==> config.mk <==
export PLATFORM = sky130hd
export DESIGN_NAME = uart_tx_sequencer
export DESIGN_NICKNAME = d
export VERILOG_FILES = /design/src/rtl/uart_tx_seq_pkg.sv /design/src/rtl/uart_tx_sequencer_byte_fifo.sv /design/src/rtl/uart_tx_sequencer.sv
export SDC_FILE = /design/constraint.sdc
export NUM_CORES = 1
export LEC_CHECK = 0
export ABC_CLOCK_PERIOD_IN_PS = 3950
export BUFFER_PORTS_ARGS = -buffer_cell sky130_fd_sc_hd__buf_2
export CORE_ASPECT_RATIO = 2
export CORE_MARGIN = 1.5
export CORE_UTILIZATION = 40
export DETAILED_ROUTE_END_ITERATION = 10
export GPL_ROUTABILITY_DRIVEN = 0
export HOLD_SLACK_MARGIN = 0.1
export PLACE_DENSITY = 0.61
export SLEW_MARGIN = 0
export SYNTH_ARGS = -nofsm -noshare
export SYNTH_HDL_FRONTEND = slang
export SYNTH_HIERARCHICAL = 1
export SYNTH_SLANG_ARGS = --single-unit
==> constraint.sdc <==
create_clock -name clk -period 3.95 [get_ports clk]
set_input_delay 0 -clock clk [delete_from_list [all_inputs] [get_ports clk]]
set_output_delay 0 -clock clk [all_outputs]
set_load 0.01 [all_outputs]
==> src/rtl/uart_tx_seq_pkg.sv <==
// Shared types and constants for the buffered uartTx front end.
package uart_tx_seq_pkg;

    typedef enum logic [1:0] {
        IDLE  = 2'd0,
        POLL  = 2'd1,
        GAP   = 2'd2,
        WRITE = 2'd3
    } tx_state_t;

    localparam logic REG_DATA = 1'b0;
    localparam logic REG_CTRL = 1'b1;

    localparam int STAT_DONE      = 0;
    localparam int STAT_FULL      = 1;
    localparam int STAT_OVF       = 2;
    localparam int STAT_COUNT_LSB = 8;

    function automatic logic [31:0] pack_status(input logic done, input logic full,
                                                input logic ovf, input logic [15:0] count);
        logic [31:0] status;
        status                         = '0;
        status[STAT_DONE]              = done;
        status[STAT_FULL]              = full;
        status[STAT_OVF]               = ovf;
        status[STAT_COUNT_LSB +: 16]   = count;
        return status;
    endfunction

endpackage

==> src/rtl/uart_tx_sequencer_byte_fifo.sv <==
// Byte-wide synchronous FIFO with flush; a pop frees space for a push in the same cycle.
module byte_fifo #(
    parameter int DEPTH = 16
) (
    input  logic                   clk,
    input  logic                   resetn,
    input  logic                   push,
    input  logic                   pop,
    input  logic                   flush,
    input  logic [7:0]             din,
    output logic [7:0]             dout,
    output logic                   full,
    output logic                   empty,
    output logic [$clog2(DEPTH):0] count
);

    localparam int AW = $clog2(DEPTH);
    localparam logic [AW:0] FULL_CNT = (AW + 1)'(DEPTH);

    logic [7:0]    mem [DEPTH];
    logic [AW-1:0] wr_ptr;
    logic [AW-1:0] rd_ptr;
    logic          do_push;
    logic          do_pop;

    assign empty   = (count == '0);
    assign full    = (count == FULL_CNT);
    assign do_pop  = pop & ~empty & ~flush;
    assign do_push = push & (~full | do_pop) & ~flush;
    assign dout    = mem[rd_ptr];

    always_ff @(posedge clk) begin
        if (!resetn) begin
            wr_ptr <= '0;
            rd_ptr <= '0;
            count  <= '0;
        end else if (flush) begin
            wr_ptr <= '0;
            rd_ptr <= '0;
            count  <= '0;
        end else begin
            if (do_push) wr_ptr <= wr_ptr + 1'b1;
            if (do_pop)  rd_ptr <= rd_ptr + 1'b1;
            case ({do_push, do_pop})
                2'b10:   count <= count + 1'b1;
                2'b01:   count <= count - 1'b1;
                default: count <= count;
            endcase
        end
    end

    // Storage needs no reset: empty/count gate every read of it.
    always_ff @(posedge clk) begin
        if (do_push) mem[wr_ptr] <= din;
    end

endmodule

==> src/rtl/uart_tx_sequencer.sv <==
// CPU-facing byte queue that drains itself into uartTx, polling its status before every byte.
module uart_tx_sequencer
    import uart_tx_seq_pkg::*;
#(
    parameter int          FIFO_DEPTH = 16,
    parameter logic [31:0] TX_ADDR    = 32'hffff0040,
    parameter int          POLL_GAP   = 4
) (
    input  logic        clk,
    input  logic        resetn,
    input  logic        enable,
    input  logic        mem_valid,
    input  logic        mem_instr,
    input  logic [3:0]  mem_wstrb,
    input  logic [31:0] mem_wdata,
    input  logic [31:0] mem_addr,
    output logic        mem_ready,
    output logic [31:0] mem_rdata,
    output logic        tx_enable,
    output logic        tx_mem_valid,
    output logic [3:0]  tx_mem_wstrb,
    output logic [31:0] tx_mem_wdata,
    output logic [31:0] tx_mem_addr,
    input  logic        tx_mem_ready,
    input  logic [31:0] tx_mem_rdata
);

    localparam int CW = $clog2(FIFO_DEPTH) + 1;
    localparam int GW = (POLL_GAP > 1) ? $clog2(POLL_GAP) : 1;
    localparam logic [GW-1:0] GAP_LAST = GW'(POLL_GAP - 1);

    tx_state_t     state;
    logic [GW-1:0] gap_cnt;
    logic          overflow;
    logic          flush_seen;

    logic          accept;
    logic          is_write;
    logic          status_read;
    logic          push;
    logic          pop;
    logic          flush;
    logic          all_done;
    logic [7:0]    fifo_dout;
    logic          fifo_full;
    logic          fifo_empty;
    logic [CW-1:0] fifo_count;
    logic          unused_bits;

    assign unused_bits = ^{mem_instr, mem_addr[31:3], mem_addr[1:0], mem_wdata[31:8],
                           tx_mem_rdata[31:1]};

    assign accept      = enable & mem_valid & ~mem_ready;
    assign is_write    = |mem_wstrb;
    assign status_read = accept & ~is_write & (mem_addr[2] == REG_DATA);
    assign push        = accept & is_write & (mem_addr[2] == REG_DATA);
    assign flush       = accept & is_write & (mem_addr[2] == REG_CTRL) & mem_wdata[0];
    assign pop         = (state == WRITE) & tx_mem_valid & tx_mem_ready & ~flush_seen & ~flush;
    assign all_done    = fifo_empty & (state == IDLE);

    byte_fifo #(.DEPTH(FIFO_DEPTH)) u_fifo (
        .clk   (clk),
        .resetn(resetn),
        .push  (push),
        .pop   (pop),
        .flush (flush),
        .din   (mem_wdata[7:0]),
        .dout  (fifo_dout),
        .full  (fifo_full),
        .empty (fifo_empty),
        .count (fifo_count)
    );

    // A push is only lost when the FIFO is full and no pop frees a slot that cycle.
    always_ff @(posedge clk) begin
        if (!resetn) begin
            mem_ready <= 1'b0;
            mem_rdata <= '0;
            overflow  <= 1'b0;
        end else begin
            mem_ready <= accept;
            mem_rdata <= '0;
            if (status_read)
                mem_rdata <= pack_status(all_done, fifo_full, overflow, 16'(fifo_count));
            if (push && fifo_full && !pop)
                overflow <= 1'b1;
            else if (status_read)
                overflow <= 1'b0;
        end
    end

    always_ff @(posedge clk) begin
        if (!resetn) begin
            state        <= IDLE;
            gap_cnt      <= '0;
            flush_seen   <= 1'b0;
            tx_enable    <= 1'b0;
            tx_mem_valid <= 1'b0;
            tx_mem_wstrb <= 4'h0;
            tx_mem_wdata <= '0;
            tx_mem_addr  <= '0;
        end else begin
            case (state)
                IDLE: begin
                    if (fifo_count != '0) begin
                        state        <= POLL;
                        tx_enable    <= 1'b1;
                        tx_mem_valid <= 1'b1;
                        tx_mem_wstrb <= 4'h0;
                        tx_mem_addr  <= TX_ADDR;
                    end
                end
                POLL: begin
                    if (tx_mem_ready) begin
                        tx_enable    <= 1'b0;
                        tx_mem_valid <= 1'b0;
                        tx_mem_addr  <= '0;
                        if (!tx_mem_rdata[0]) begin
                            state   <= GAP;
                            gap_cnt <= '0;
                        end else if (fifo_empty || flush) begin
                            state <= IDLE;
                        end else begin
                            // Byte is captured here so a later flush cannot change what is sent.
                            state        <= WRITE;
                            tx_mem_wdata <= {24'b0, fifo_dout};
                            flush_seen   <= 1'b0;
                        end
                    end
                end
                GAP: begin
                    if (gap_cnt == GAP_LAST) begin
                        state        <= POLL;
                        tx_enable    <= 1'b1;
                        tx_mem_valid <= 1'b1;
                        tx_mem_wstrb <= 4'h0;
                        tx_mem_addr  <= TX_ADDR;
                    end else begin
                        gap_cnt <= gap_cnt + 1'b1;
                    end
                end
                WRITE: begin
                    if (flush) flush_seen <= 1'b1;
                    if (!tx_mem_valid) begin
                        tx_enable    <= 1'b1;
                        tx_mem_valid <= 1'b1;
                        tx_mem_wstrb <= 4'hf;
                        tx_mem_addr  <= TX_ADDR;
                    end else if (tx_mem_ready) begin
                        state        <= IDLE;
                        tx_enable    <= 1'b0;
                        tx_mem_valid <= 1'b0;
                        tx_mem_wstrb <= 4'h0;
                        tx_mem_wdata <= '0;
                        tx_mem_addr  <= '0;
                    end
                end
                default: state <= IDLE;
            endcase
        end
    end

endmodule
Word-level counts from Yosys, hierarchy flattened
Memory sizes are Yosys's and may differ from the RTL's. A register that Yosys moved wholly into a read port is not among the register bits.
Index checks and enable logic that the tools add are counted.
- add/sub/neg operators: 5
- equal/unequal tests: 18
- multiplexer cells: 49
- bitwise gates (word level): 26
- reductions and logical operators: 22
- operators by type and width (kind ; count):
    two-way mux 32 bit ; 9
    one-hot mux 32 bit (4 select lines) ; 1
    one-hot mux 32 bit (2 select lines) ; 1
    two-way mux 4 bit ; 6
    two-way mux 2 bit ; 10
    inequality test 2 bit, second input constant ; 9
    AND 1 bit ; 17
    two-way mux 1 bit ; 15
    one-hot mux 4 bit (3 select lines) ; 1
    one-hot mux 5 bit (2 select lines) ; 1
    AND reduction 5 bit ; 2
    adder 4 x 1 -> 4 bit, second input constant ; 2
    == test 2 bit, second input constant ; 4
    inverter 1 bit ; 8
    one-hot mux 1 bit (4 select lines) ; 2
    one-hot mux 2 bit (4 select lines) ; 1
    AND reduction 4 bit ; 2
    nonzero test 2 bit ; 4
    AND reduction 6 bit ; 1
    adder 5 x 1 -> 5 bit, second input constant ; 1
    == test 5 bit, second input constant ; 1
    zero test 5 bit ; 1
    nonzero test 5 bit ; 1
    subtractor 5 x 1 -> 5 bit, second input constant ; 1
    other kinds (16) ; 19
- bits in registers: 122
- bits in writable memories: 128
- bits of input ports: 106
- output and inout port bits: 103
- word-level logic and storage cells: 136
- memories kept: 1
- memory list (name ; depth ; width ; rd ports ; clocked after memory_dff ; write ports ; RTL line ; text):
    u_fifo.mem ; 16 ; 8 ; 1 ; 1 ; 1 ; uart_tx_sequencer_byte_fifo.sv:20 ; logic [7:0] mem [DEPTH];

Depth between registers and ports, before layout
- word-level depth: 14
- mapped depth: 15
- mapped depth without buffers: 12

Cells and area by module
Netlist, hierarchy kept.
- modules (own cells, without submodules) (module ; times used ; cells an instance ; area an instance (um^2) ; seq. area each (um^2)):
    byte_fifo ; 1 ; 329 ; 5918.2 ; 4184.0
    uart_tx_sequencer ; 1 ; 245 ; 2457.4 ; 1161.1

Worst setup path before layout
OpenSTA, ideal clock, no wires.
- kind: reg-to-reg
- start point: register state[1]
- end point: register u_fifo.count[4]
- setup time: 0.122 ns
- arrival time: 3.197 ns
- data required time: 3.828 ns
- path slack: 0.631 ns
- stages on the path, launching flop included: 16
- buffers on the path: 3
- clock period less this slack: 3.319 ns
- cell sequence: dfxtp_1 buf_2 nand2_1 or3_1 nor2_1 inv_1 a311o_1 buf_4 ha_1 buf_2 xor2_1 ha_1 o21ai_0 o21ai_0 a32o_1 a311o_1
- longest elaborated chain between the ends: 12
- elaborated cells between the ends (all ways): 14
- those cells by class: eq/ne: 3; mux: 1; bitwise: 9; reduce/logical: 1
- ends and longest elaborated chain (element ; RTL line ; text):
    from (decl) ; uart_tx_sequencer.sv:32 ; tx_state_t state;
    from (signal assigned) ; uart_tx_sequencer.sv:94 ; state <= IDLE;
    from (signal assigned) ; uart_tx_sequencer.sv:106 ; state <= POLL;
    from (signal assigned) ; uart_tx_sequencer.sv:119 ; state <= GAP;
    == test 2 bit (*) ; uart_tx_sequencer.sv:58 ; assign pop = (state == WRITE) & tx_mem_valid & tx_mem_ready & ~flush_seen & ~flush;
    AND 1 bit (*) (4 in a row) ; uart_tx_sequencer.sv:58 ;
    named net pop ; uart_tx_sequencer.sv:41 ; logic pop;
    AND 1 bit (*) (2 in a row) ; uart_tx_sequencer_byte_fifo.sv:28 ; assign do_pop = pop & ~empty & ~flush;
    OR 1 bit ; uart_tx_sequencer_byte_fifo.sv:29 ; assign do_push = push & (~full | do_pop) & ~flush;
    AND 1 bit (2 in a row) ; uart_tx_sequencer_byte_fifo.sv:29 ;
    == test 2 x 1 -> 1 bit or == test 2 bit (tied branches) ; uart_tx_sequencer_byte_fifo.sv:44 ; case ({do_push, do_pop})
    one-hot mux 5 bit (2 select lines) or nonzero test 2 bit (tied branches) ; - ;
    to (signal assigned) ; uart_tx_sequencer_byte_fifo.sv:45 ; 2'b10: count <= count + 1'b1;
    to (signal assigned) ; uart_tx_sequencer_byte_fifo.sv:46 ; 2'b01: count <= count - 1'b1;
    to (signal assigned) ; uart_tx_sequencer_byte_fifo.sv:47 ; default: count <= count;
    to (decl) ; uart_tx_sequencer_byte_fifo.sv:14 ; output logic [$clog2(DEPTH):0] count
Mark *: on every way through the listed nets, which the timed path passes. The rest lies on a longest branch.
A chain may end at the register's enable or synchronous reset.

Worst setup path in the final report
- start point: register tx_mem_valid
- end point: register u_fifo.count[4]
- longest elaborated chain between the ends: 11
- elaborated cells between the ends (all ways): 13
- those cells by class: eq/ne: 2; mux: 1; bitwise: 9; reduce/logical: 1
- ends and longest elaborated chain (element ; RTL line ; text):
    from (decl) ; uart_tx_sequencer.sv:20 ; output logic tx_mem_valid,
    from (signal assigned) ; uart_tx_sequencer.sv:98 ; tx_mem_valid <= 1'b0;
    from (signal assigned) ; uart_tx_sequencer.sv:108 ; tx_mem_valid <= 1'b1;
    from (signal assigned) ; uart_tx_sequencer.sv:116 ; tx_mem_valid <= 1'b0;
    AND 1 bit (*) (4 in a row) ; uart_tx_sequencer.sv:58 ;
    named net pop ; uart_tx_sequencer.sv:41 ;
    AND 1 bit (*) (2 in a row) ; uart_tx_sequencer_byte_fifo.sv:28 ;
    OR 1 bit ; uart_tx_sequencer_byte_fifo.sv:29 ;
    AND 1 bit (2 in a row) ; uart_tx_sequencer_byte_fifo.sv:29 ;
    == test 2 x 1 -> 1 bit or == test 2 bit (tied branches) ; uart_tx_sequencer_byte_fifo.sv:44 ;
    one-hot mux 5 bit (2 select lines) or nonzero test 2 bit (tied branches) ; - ;
Marks and branches as above.

==> results.ini <==
[power]
vdd_drop_max_mv = 0.381
power.share.switching = 0.249
p_total_mw = 5.03
intPower_mw = 3.77
pwr-share-seq = 0.490
power_switching_mw = 1.25
p_leak_nw = 3.64
pwr-share-comb = 0.138
power_density_nw_per_um2 = 522
p_clk_frac = 0.372

[yosys]
async_flop_share = 0
synth_edf_count = 128
syn-cell-area_sq_um = 8380
synth_warnings = 6
yosysSeqAreaShare = 0.638
synth_cell_type_count = 62
synthFlopType = edfxtp_1
synth.avg_cell_area_sq_um = 14.6
synthCells = 574
ys_ff_latch = 203

[timing]
post-route-period-util = 0.866
relSlewSlack = 0.345
fin_setup_tns_ns = 0
slew_violations = 0
holdWs_ns = 0.186
setup_viol = 0
hold_viol = 0
worst_pin_slew_ns = 0.979
grt_setup_unrepaired = no
max_freq_mhz = 292
finalClockSkew_ns = 0.0333
period_needed_ns = 3.42

[cells_and_area]
fillers = 1822
final_common_cell = edfxtp_1
antennaDiodeCount = 0
multi_input_area_sq_um = 2660
final_cells = 943
drive_gt1_frac = 0.244
layout.nets = 781
syn2layout_area_growth_pct = 15.0
final_cell_mix = edfxtp_1 (128), dfxtp_1 (73), buf_2 (73), conb_1 (48), nand2_1 (33)
utilization = 0.471
seq_area_sq_um = 5350

[floorplan]
design.core.area_sq_um = 20500
die_h_microns = 208
placementRows = 74
pin_count = 209
fp.dieW_microns = 105
start_util = 0.409
die_area_sq_um = 21900

[place]
dpl.cell_count = 891
port_buffers = 73
dp_hpwl_microns = 12600

[global_routing]
antenna_found_initial = 0
grt_first_pass_wirelength_microns = 27300
first_global_vias = 4974
grtUsageTotal = 0.162
grt_overflow_total = 0
grt_max_degree = 33

[clocking]
cts_tree = built
root_buffer = clkbuf_16
clock_latency_ns = 0.50
path_clk_slew_ns = 0.07
cts_buffer_depth = 3
cts.sinks = 203
postCtsSetupBuffers = 0
cts_inserted_buffers = 18
htreeDepth = 1

[drt]
ant_nets = 0
drcViolationCount = 0
routed_wl_microns = 17600
vias = 4846
drt-wirelength-per-cell_microns = 18.7
drtPass1Iterations = 5
drtIter0Drc = 266
vias_per_cell = 5.14

[flow_run]
drv_cap = 0

[worst_setup_path]
cp_top_family = simple AND/OR/NAND/NOR gates
cp_max_fo = 10
cpPeakStageDelay_ns = 0.49
arrival_ns = 3.81
cp_data_required_time_ns = 4.34
path_cells = nand2_1, or3_1, nor2_1, inv_1, a311o_1, ha_1, ha_1, or3b_2, o2111ai_1, mux2i_1, a311o_1
startpoint_type = flop
timing.setup.critical_path_class = reg -> reg
cp_num_buf_inv = 1
cp-end-kind = flop
crit_slowest_cell = dfxtp_1

[worst_hold_path]
min_path_type = in -> reg

[run_status]
run_status = complete, no violations

[synthesized netlist by cell type, types with 2 or more instances]
cell type,number,area share
o211ai_1,3,0.0027
a21o_1,18,0.016
o21ai_0,6,0.0036
nand3b_1,5,0.0045
a31oi_1,6,0.0045
ha_1,10,0.015
buf_1,4,0.0018
clkbuf_1,10,0.0045
buf_6,2,0.0027
a211oi_1,2,0.0018
mux4_2,32,0.086
xnor2_1,4,0.0042
buf_4,56,0.050
buf_2,5,0.0030
nor3_1,3,0.0018
nor3b_1,5,0.0045
xor2_1,4,0.0042
nand2b_1,6,0.0045
nand2_1,33,0.015
dfxtp_1,75,0.18
or3_1,3,0.0022
edfxtp_1,128,0.46
a21oi_1,10,0.0060
a311o_1,2,0.0024
mux2i_1,12,0.014
and2_1,31,0.023
nor2b_1,3,0.0022
nor2_1,25,0.011
inv_1,7,0.0031
a22oi_1,16,0.014
a21oi_2,2,0.0021
nand3_1,9,0.0054
and3_1,7,0.0052
nor3_2,2,0.0024
[worst paths after layout]
kind,from,to,slack [ns],cells past startpoint
setup / recovery,tx_mem_valid,u_fifo/count[4],0.53,11
hold / removal,enable,flush_seen,0.19,6
setup reg to reg,tx_mem_valid,u_fifo/count[4],0.53,11
hold reg to reg,tx_mem_addr[25],tx_mem_addr[25],0.45,1
[registers in the layout, indices dropped and copies added (netlist names), named ones only]
name           cells
u_fifo/count       5
u_fifo/wr_ptr      4
u_fifo/mem       128
overflow           1
mem_ready          1
flush_seen         1
mem_rdata          8
tx_mem_wdata       8
tx_enable          1
tx_mem_valid       1
gap_cnt            2
tx_mem_wstrb       1
state              2
tx_mem_addr       32
u_fifo/rd_ptr      4
[cell type report]
class                   count  share of cell area
clock inverters            13              0.0190
clock buffers              19              0.0472
flip-flops and latches    203               0.555
well taps                 266              0.0346
multi-input cells         333               0.276
repair buffers            101              0.0650
inverters                   8             0.00312
[metrics by stage]
| step | worst slack, ns | instance area, sq um |
|---|---|---|
| after floorplan | 0.631 | 8550 |
| after global placement | 0.624 | 8790 |
| after detailed placement | 0.565 | 8790 |
| after CTS | 0.554 | 9630 |
| after global routing | 0.346 | 9630 |
| final | 0.528 | 9630 |
[power groups by stage]
stage	Clock [mW]	Combinational (mW)	Sequential, mW
after floorplan	0	0.438	2.55
after detailed placement	0	0.669	2.51
after global placement	0	0.644	2.50
after CTS	1.92	0.698	2.47
final	1.87	0.692	2.47
after global routing	1.99	0.757	2.48
[per-layer routing]
layer	track usage	up-vias	part of all wire
li1	-	2216	-
met3	0.0214	29	0.042
met2	0.327	199	0.59
met5	0	-	0
met1	0.156	2402	0.34
met4	0.0713	0	0.037
[tightest hold or removal path, cell delays in order]
cell and delay [ns]:
buf_2 0.10, nand3b_1 0.13, nor3_2 0.06, buf_4 0.17, o211ai_1 0.10, a21oi_1 0.07
[timing repair]
| action | CTS | global route |
|---|---|---|
| resized for setup | 0 | 0 |
| hold buffers | 20 | 0 |
| endpoints found under the hold margin | 156 | 0 |
[logic make-up after synthesis]
| group | synth area share |
|---|---|
| flops | 0.638 |
| other cells | 0.000448 |
| buf+inv | 0.0657 |
| xor+xnor | 0.00836 |
| mux | 0.100 |
| simple gates | 0.0990 |
| fa+ha+maj | 0.0149 |
| compound gates | 0.0729 |
(Power assumes the default switching activity.)
